`config.mk`:
```
export PLATFORM = sky130hd
export DESIGN_NAME = sram_like_arbiter
export DESIGN_NICKNAME = d
export VERILOG_FILES = /design/src/rtl/sram_like_arbiter.sv
export SDC_FILE = /design/constraint.sdc
export NUM_CORES = 1
export LEC_CHECK = 0
export CORE_AREA = 2 2 124 126
export CTS_CLUSTER_SIZE = 16
export DETAILED_ROUTE_END_ITERATION = 7
export DIE_AREA = 0 0 126 128
export DONT_BUFFER_PORTS = 1
export PLACE_DENSITY = 0.42
export SLEW_MARGIN = 40
export SYNTH_ARGS = -nofsm -noshare
export SYNTH_HDL_FRONTEND = slang
export SYNTH_SLANG_ARGS = --single-unit
```
`constraint.sdc`:
```
create_clock -name clk -period 7.6 [get_ports clk]
set_input_delay 0.38 -clock clk [delete_from_list [all_inputs] [get_ports clk]]
set_output_delay 0.38 -clock clk [all_outputs]
set_load 0.01 [all_outputs]
```
`src/rtl/sram_like_arbiter.sv`:
```
// Two-requester arbiter for one sram-like port: grants one address phase per cycle and
// routes in-order responses back to their owner through a small tag FIFO.
module sram_like_arbiter #(
  parameter int MAX_OUTS     = 2,
  parameter int STARVE_LIMIT = 4
) (
  input  logic        clk,
  input  logic        reset,
  input  logic        inst_req,
  input  logic        inst_wr,
  input  logic [1:0]  inst_size,
  input  logic [3:0]  inst_wstrb,
  input  logic [31:0] inst_addr,
  input  logic [31:0] inst_wdata,
  output logic        inst_addr_ok,
  output logic        inst_data_ok,
  output logic [31:0] inst_rdata,
  input  logic        data_req,
  input  logic        data_wr,
  input  logic [1:0]  data_size,
  input  logic [3:0]  data_wstrb,
  input  logic [31:0] data_addr,
  input  logic [31:0] data_wdata,
  output logic        data_addr_ok,
  output logic        data_data_ok,
  output logic [31:0] data_rdata,
  output logic        mem_req,
  output logic        mem_wr,
  output logic [1:0]  mem_size,
  output logic [3:0]  mem_wstrb,
  output logic [31:0] mem_addr,
  output logic [31:0] mem_wdata,
  input  logic        mem_addr_ok,
  input  logic        mem_data_ok,
  input  logic [31:0] mem_rdata,
  output logic [2:0]  outs_cnt,
  output logic        err_spurious
);

  // Handshake: a request is transferred on a cycle where mem_req=1 and mem_addr_ok=1;
  // once mem_req is raised the granted requester is locked until that transfer happens.

  logic [2:0] cnt, wptr, rptr;
  logic [7:0] tags;
  logic       lock_valid, lock_id;
  logic [3:0] starve_cnt;
  logic       full, empty, grant, win, accept, pop, head;

  function automatic logic [2:0] ptr_inc(input logic [2:0] p);
    return (p == MAX_OUTS[2:0] - 3'd1) ? 3'd0 : p + 3'd1;
  endfunction

  always_comb begin
    full  = (cnt == MAX_OUTS[2:0]);
    empty = (cnt == 3'd0);
    grant = 1'b0;
    win   = 1'b0;
    if (lock_valid) begin
      grant = 1'b1;
      win   = lock_id;
    end else if (!full) begin
      if (inst_req && starve_cnt == STARVE_LIMIT[3:0]) begin
        grant = 1'b1;
        win   = 1'b0;
      end else if (data_req) begin
        grant = 1'b1;
        win   = 1'b1;
      end else if (inst_req) begin
        grant = 1'b1;
        win   = 1'b0;
      end
    end
    if (reset) grant = 1'b0;
    accept = grant && mem_addr_ok;
    pop    = mem_data_ok && !empty && !reset;
    head   = tags[rptr];
  end

  assign mem_req      = grant;
  assign mem_wr       = win ? data_wr    : inst_wr;
  assign mem_size     = win ? data_size  : inst_size;
  assign mem_wstrb    = win ? data_wstrb : inst_wstrb;
  assign mem_addr     = win ? data_addr  : inst_addr;
  assign mem_wdata    = win ? data_wdata : inst_wdata;
  assign inst_addr_ok = accept && !win;
  assign data_addr_ok = accept && win;
  assign inst_data_ok = pop && !head;
  assign data_data_ok = pop && head;
  assign inst_rdata   = mem_rdata;
  assign data_rdata   = mem_rdata;
  assign outs_cnt     = cnt;

  always_ff @(posedge clk) begin
    if (reset) begin
      cnt          <= 3'd0;
      wptr         <= 3'd0;
      rptr         <= 3'd0;
      tags         <= 8'd0;
      lock_valid   <= 1'b0;
      lock_id      <= 1'b0;
      starve_cnt   <= 4'd0;
      err_spurious <= 1'b0;
    end else begin
      if (accept) begin
        tags[wptr] <= win;
        wptr       <= ptr_inc(wptr);
      end
      if (pop) rptr <= ptr_inc(rptr);
      if (accept && !pop)      cnt <= cnt + 3'd1;
      else if (pop && !accept) cnt <= cnt - 3'd1;

      if (grant && !mem_addr_ok) begin
        lock_valid <= 1'b1;
        lock_id    <= win;
      end else if (accept) begin
        lock_valid <= 1'b0;
      end

      // Counts data wins that happened while fetch was waiting.
      if (!inst_req)                 starve_cnt <= 4'd0;
      else if (accept && !win)       starve_cnt <= 4'd0;
      else if (accept && win && starve_cnt < STARVE_LIMIT[3:0])
        starve_cnt <= starve_cnt + 4'd1;

      if (mem_data_ok && empty) err_spurious <= 1'b1;
    end
  end

endmodule

```
==> impl_metrics.tcl <==
set metrics [dict create \
    setup_tns_ns 0 \
    drt_first_pass_iters 4 \
    cts_tree "done" \
    hold_depth 1 \
    worstSkewPairLatency_ns 0.26 \
    first_iter_violations 100 \
    synth_simple_gate_area_share_pct 14.8 \
    wire_per_inst_um 21.4 \
    portBuffers 0 \
    nFillCells 1687 \
    layout-drive-gt1-share_pct 40.3 \
    worstPathRequired_ns 7.22 \
    cp.arrival_ns 2.80 \
    drc 0 \
    finish.utilization_pct 16.0 \
    synthXorXnorAreaFrac_pct 1.36 \
    min_path_type "in -> reg" \
    synth_top_cells_by_count "71 x mux2_2, 68 x buf_4, 24 x dfxtp_1, 17 x nor3_1, 11 x nor2_1" \
    cp_slowest_cell "buf_6" \
    ant_nets 0 \
    grt_pass1_wl_um 10900 \
    synth_top_area_share_pct 31.1 \
    cts.path.max_buffers 2 \
    grt_max_degree 72 \
    min_period_over_period_pct 41.8 \
    globalRouteOverflowTotal 0 \
    synth_compound_area_share_pct 5.11 \
    grt_pass1_vias 1699 \
    cts_resized 0 \
    cts_setup_buffers 0 \
    ys_seq_elements 24 \
    yosysWarningCount 0 \
    gp_congestion 0.760 \
    cts_hold_buf 0 \
    finClkSkew_ns 0.00655 \
    power.density_nw_per_um2 230 \
    setup_violations 0 \
    power.leakage_uw 0.000739 \
    root_buffer "clkbuf_16" \
    synth_edf_count 0 \
    worstSetupPathType "reg -> out" \
    finalMaxSlewViolations 0 \
    seq_area_frac_synth_pct 18.7 \
    synth_nets 470 \
    synthArstFlopShare_pct 0 \
    fp.dieH_um 128 \
    crit_path_max_fanout 71 \
    synth_top_family_by_area "multiplexers" \
    cpPeakStageDelay_ns 0.45 \
    regArea_um2 480 \
    dieWidth_um 126 \
    dp_slack_ns 4.37 \
    reg2reg_depth 9 \
    start_util_pct 17.3 \
    relSlewSlack_pct 56.4 \
    cap_violations 0 \
    p_total_uw 545 \
    vias 1842 \
    avgSynthCellArea_um2 8.99 \
    grt_usage_pct 9.20 \
    ys_top_cells_by_area "mux2_2 31%, buf_4 20%, dfxtp_1 19%, nor3_1 3.3%, mux4_2 1.8%" \
    yosysMostFrequentCell "mux2_2" \
    synth_ff_type "dfxtp_1" \
    drt_wl_total_um 8560 \
    cts_buffers 3 \
    netlist_instances 286 \
    ys_types 38 \
    hold_viol 0 \
    htreeDepth 1 \
    postLayoutSetupSlackWorst_ns 4.42 \
    multiInputGateArea_um2 1500 \
    dpl.hpwl_um 7200 \
    cts.sinks 24 \
    synth_area_um2 2570 \
    clk_pin_slew_ns 0.07 \
    postPlaceCellArea_um2 2260 \
    period_minus_slack_ns 3.18 \
    fin_nets 396 \
    end_kind "primary output" \
    setup.worst_path.start_class "flip-flop" \
    grt_setup_unrepaired "false" \
    worst_pin_slew_ns 0.653 \
    synth.area.mux_share_pct 34.4 \
    synthAdderAreaFrac_pct 2.24 \
    core_area_um2 14900 \
    ir_worst_vdd_v 0.000102 \
    placementRows 45 \
    die-area_um2 16100 \
    syn_to_final_growth_pct -7.59 \
    path_cells "inv_1, ha_1, and4b_1, o41ai_4, buf_4, buf_6, mux2_2" \
    timing.fmax_mhz 315 \
    grt_antenna_before_repair 5 \
    ios 324 \
    synth.largest_area_cell "mux2_2" \
    finalInstanceArea_um2 2370 \
    via_per_inst 4.61 \
    status "complete, no violations" \
]
[logic make-up after synthesis]
group,after synthesis
buffers and inverters,90
muxes,77
and+or+nand+nor,67
DFF,24
AOI/OAI and AO/OA,20
xor gates and xnor gates,4
adders and majority gates,4
[cell usage in the layout, fill, tap and decap left out, types with 4 or more instances in the layout]
master   Yosys  layout
mux2_2      71      71
dfxtp_1     24      24
nor3_1      17      17
nor2_1      11      11
inv_1        9       9
a21oi_1      8       8
nand2_1      7       7
a31oi_1      5       5
or3_1        4       4
mux2i_1      4       4
[stage by stage]
step,instances,hold slack [ns]
final,400,0.181
after global routing,399,0.175
after CTS,398,0.178
after detailed placement,394,0.453
after global placement,394,0.452
after floorplan,286,0.431
[area by class of cell]
| cell class | instances | share of cell area (%) |
|---|---|---|
| inverter | 9 | 1.42 |
| clock inverter | 1 | 1.26 |
| clock buffer | 3 | 3.16 |
| tap | 188 | 9.91 |
| sequential | 24 | 20.2 |
| timing repair buffer | 2 | 0.790 |
| antenna | 1 | 0.105 |
| multi-input combinational | 172 | 63.1 |
[flip-flops by register name, indices dropped and copies added (netlist names)]
name / flops
rptr: 3
wptr: 3
outs_cnt: 3
tags: 8
lock_valid: 1
starve_cnt: 4
err_spurious: 1
lock_id: 1
[power breakdown]
part | switching, µW | internal (µW) | total [µW]
clock | 46.5 | 105 | 151
combinational | 128 | 106 | 234
sequential | 23.3 | 137 | 160
total | 198 | 348 | 545
[final timing paths]
check | from | slack (ns) | to
setup / recovery | starve_cnt[0] | 4.42 | mem_wdata[6]
hold / removal | reset | 0.18 | lock_id
setup reg to reg | outs_cnt[0] | 4.50 | outs_cnt[2]
hold reg to reg | tags[5] | 0.46 | tags[5]
[worst max-delay path, delay by kind of cell, from the launching register on]
family	cells	cell delay, ns
DFF	1	0.38
AOI/OAI and AO/OA	1	0.40
muxes	1	0.45
and+or+nand+nor	1	0.21
buffers and inverters	3	0.79
adders and majority gates	1	0.19
[metal layers]
metal / track usage [%] / share of wire (%) / vias up
li1: - / - / 794
met1: 11.1 / 38 / 843
met2: 13.2 / 44 / 165
met3: 6.39 / 15 / 30
met4: 2.39 / 1.8 / 10
met5: 0 / 0.58 / -
Power figures use the tool's default switching activity.
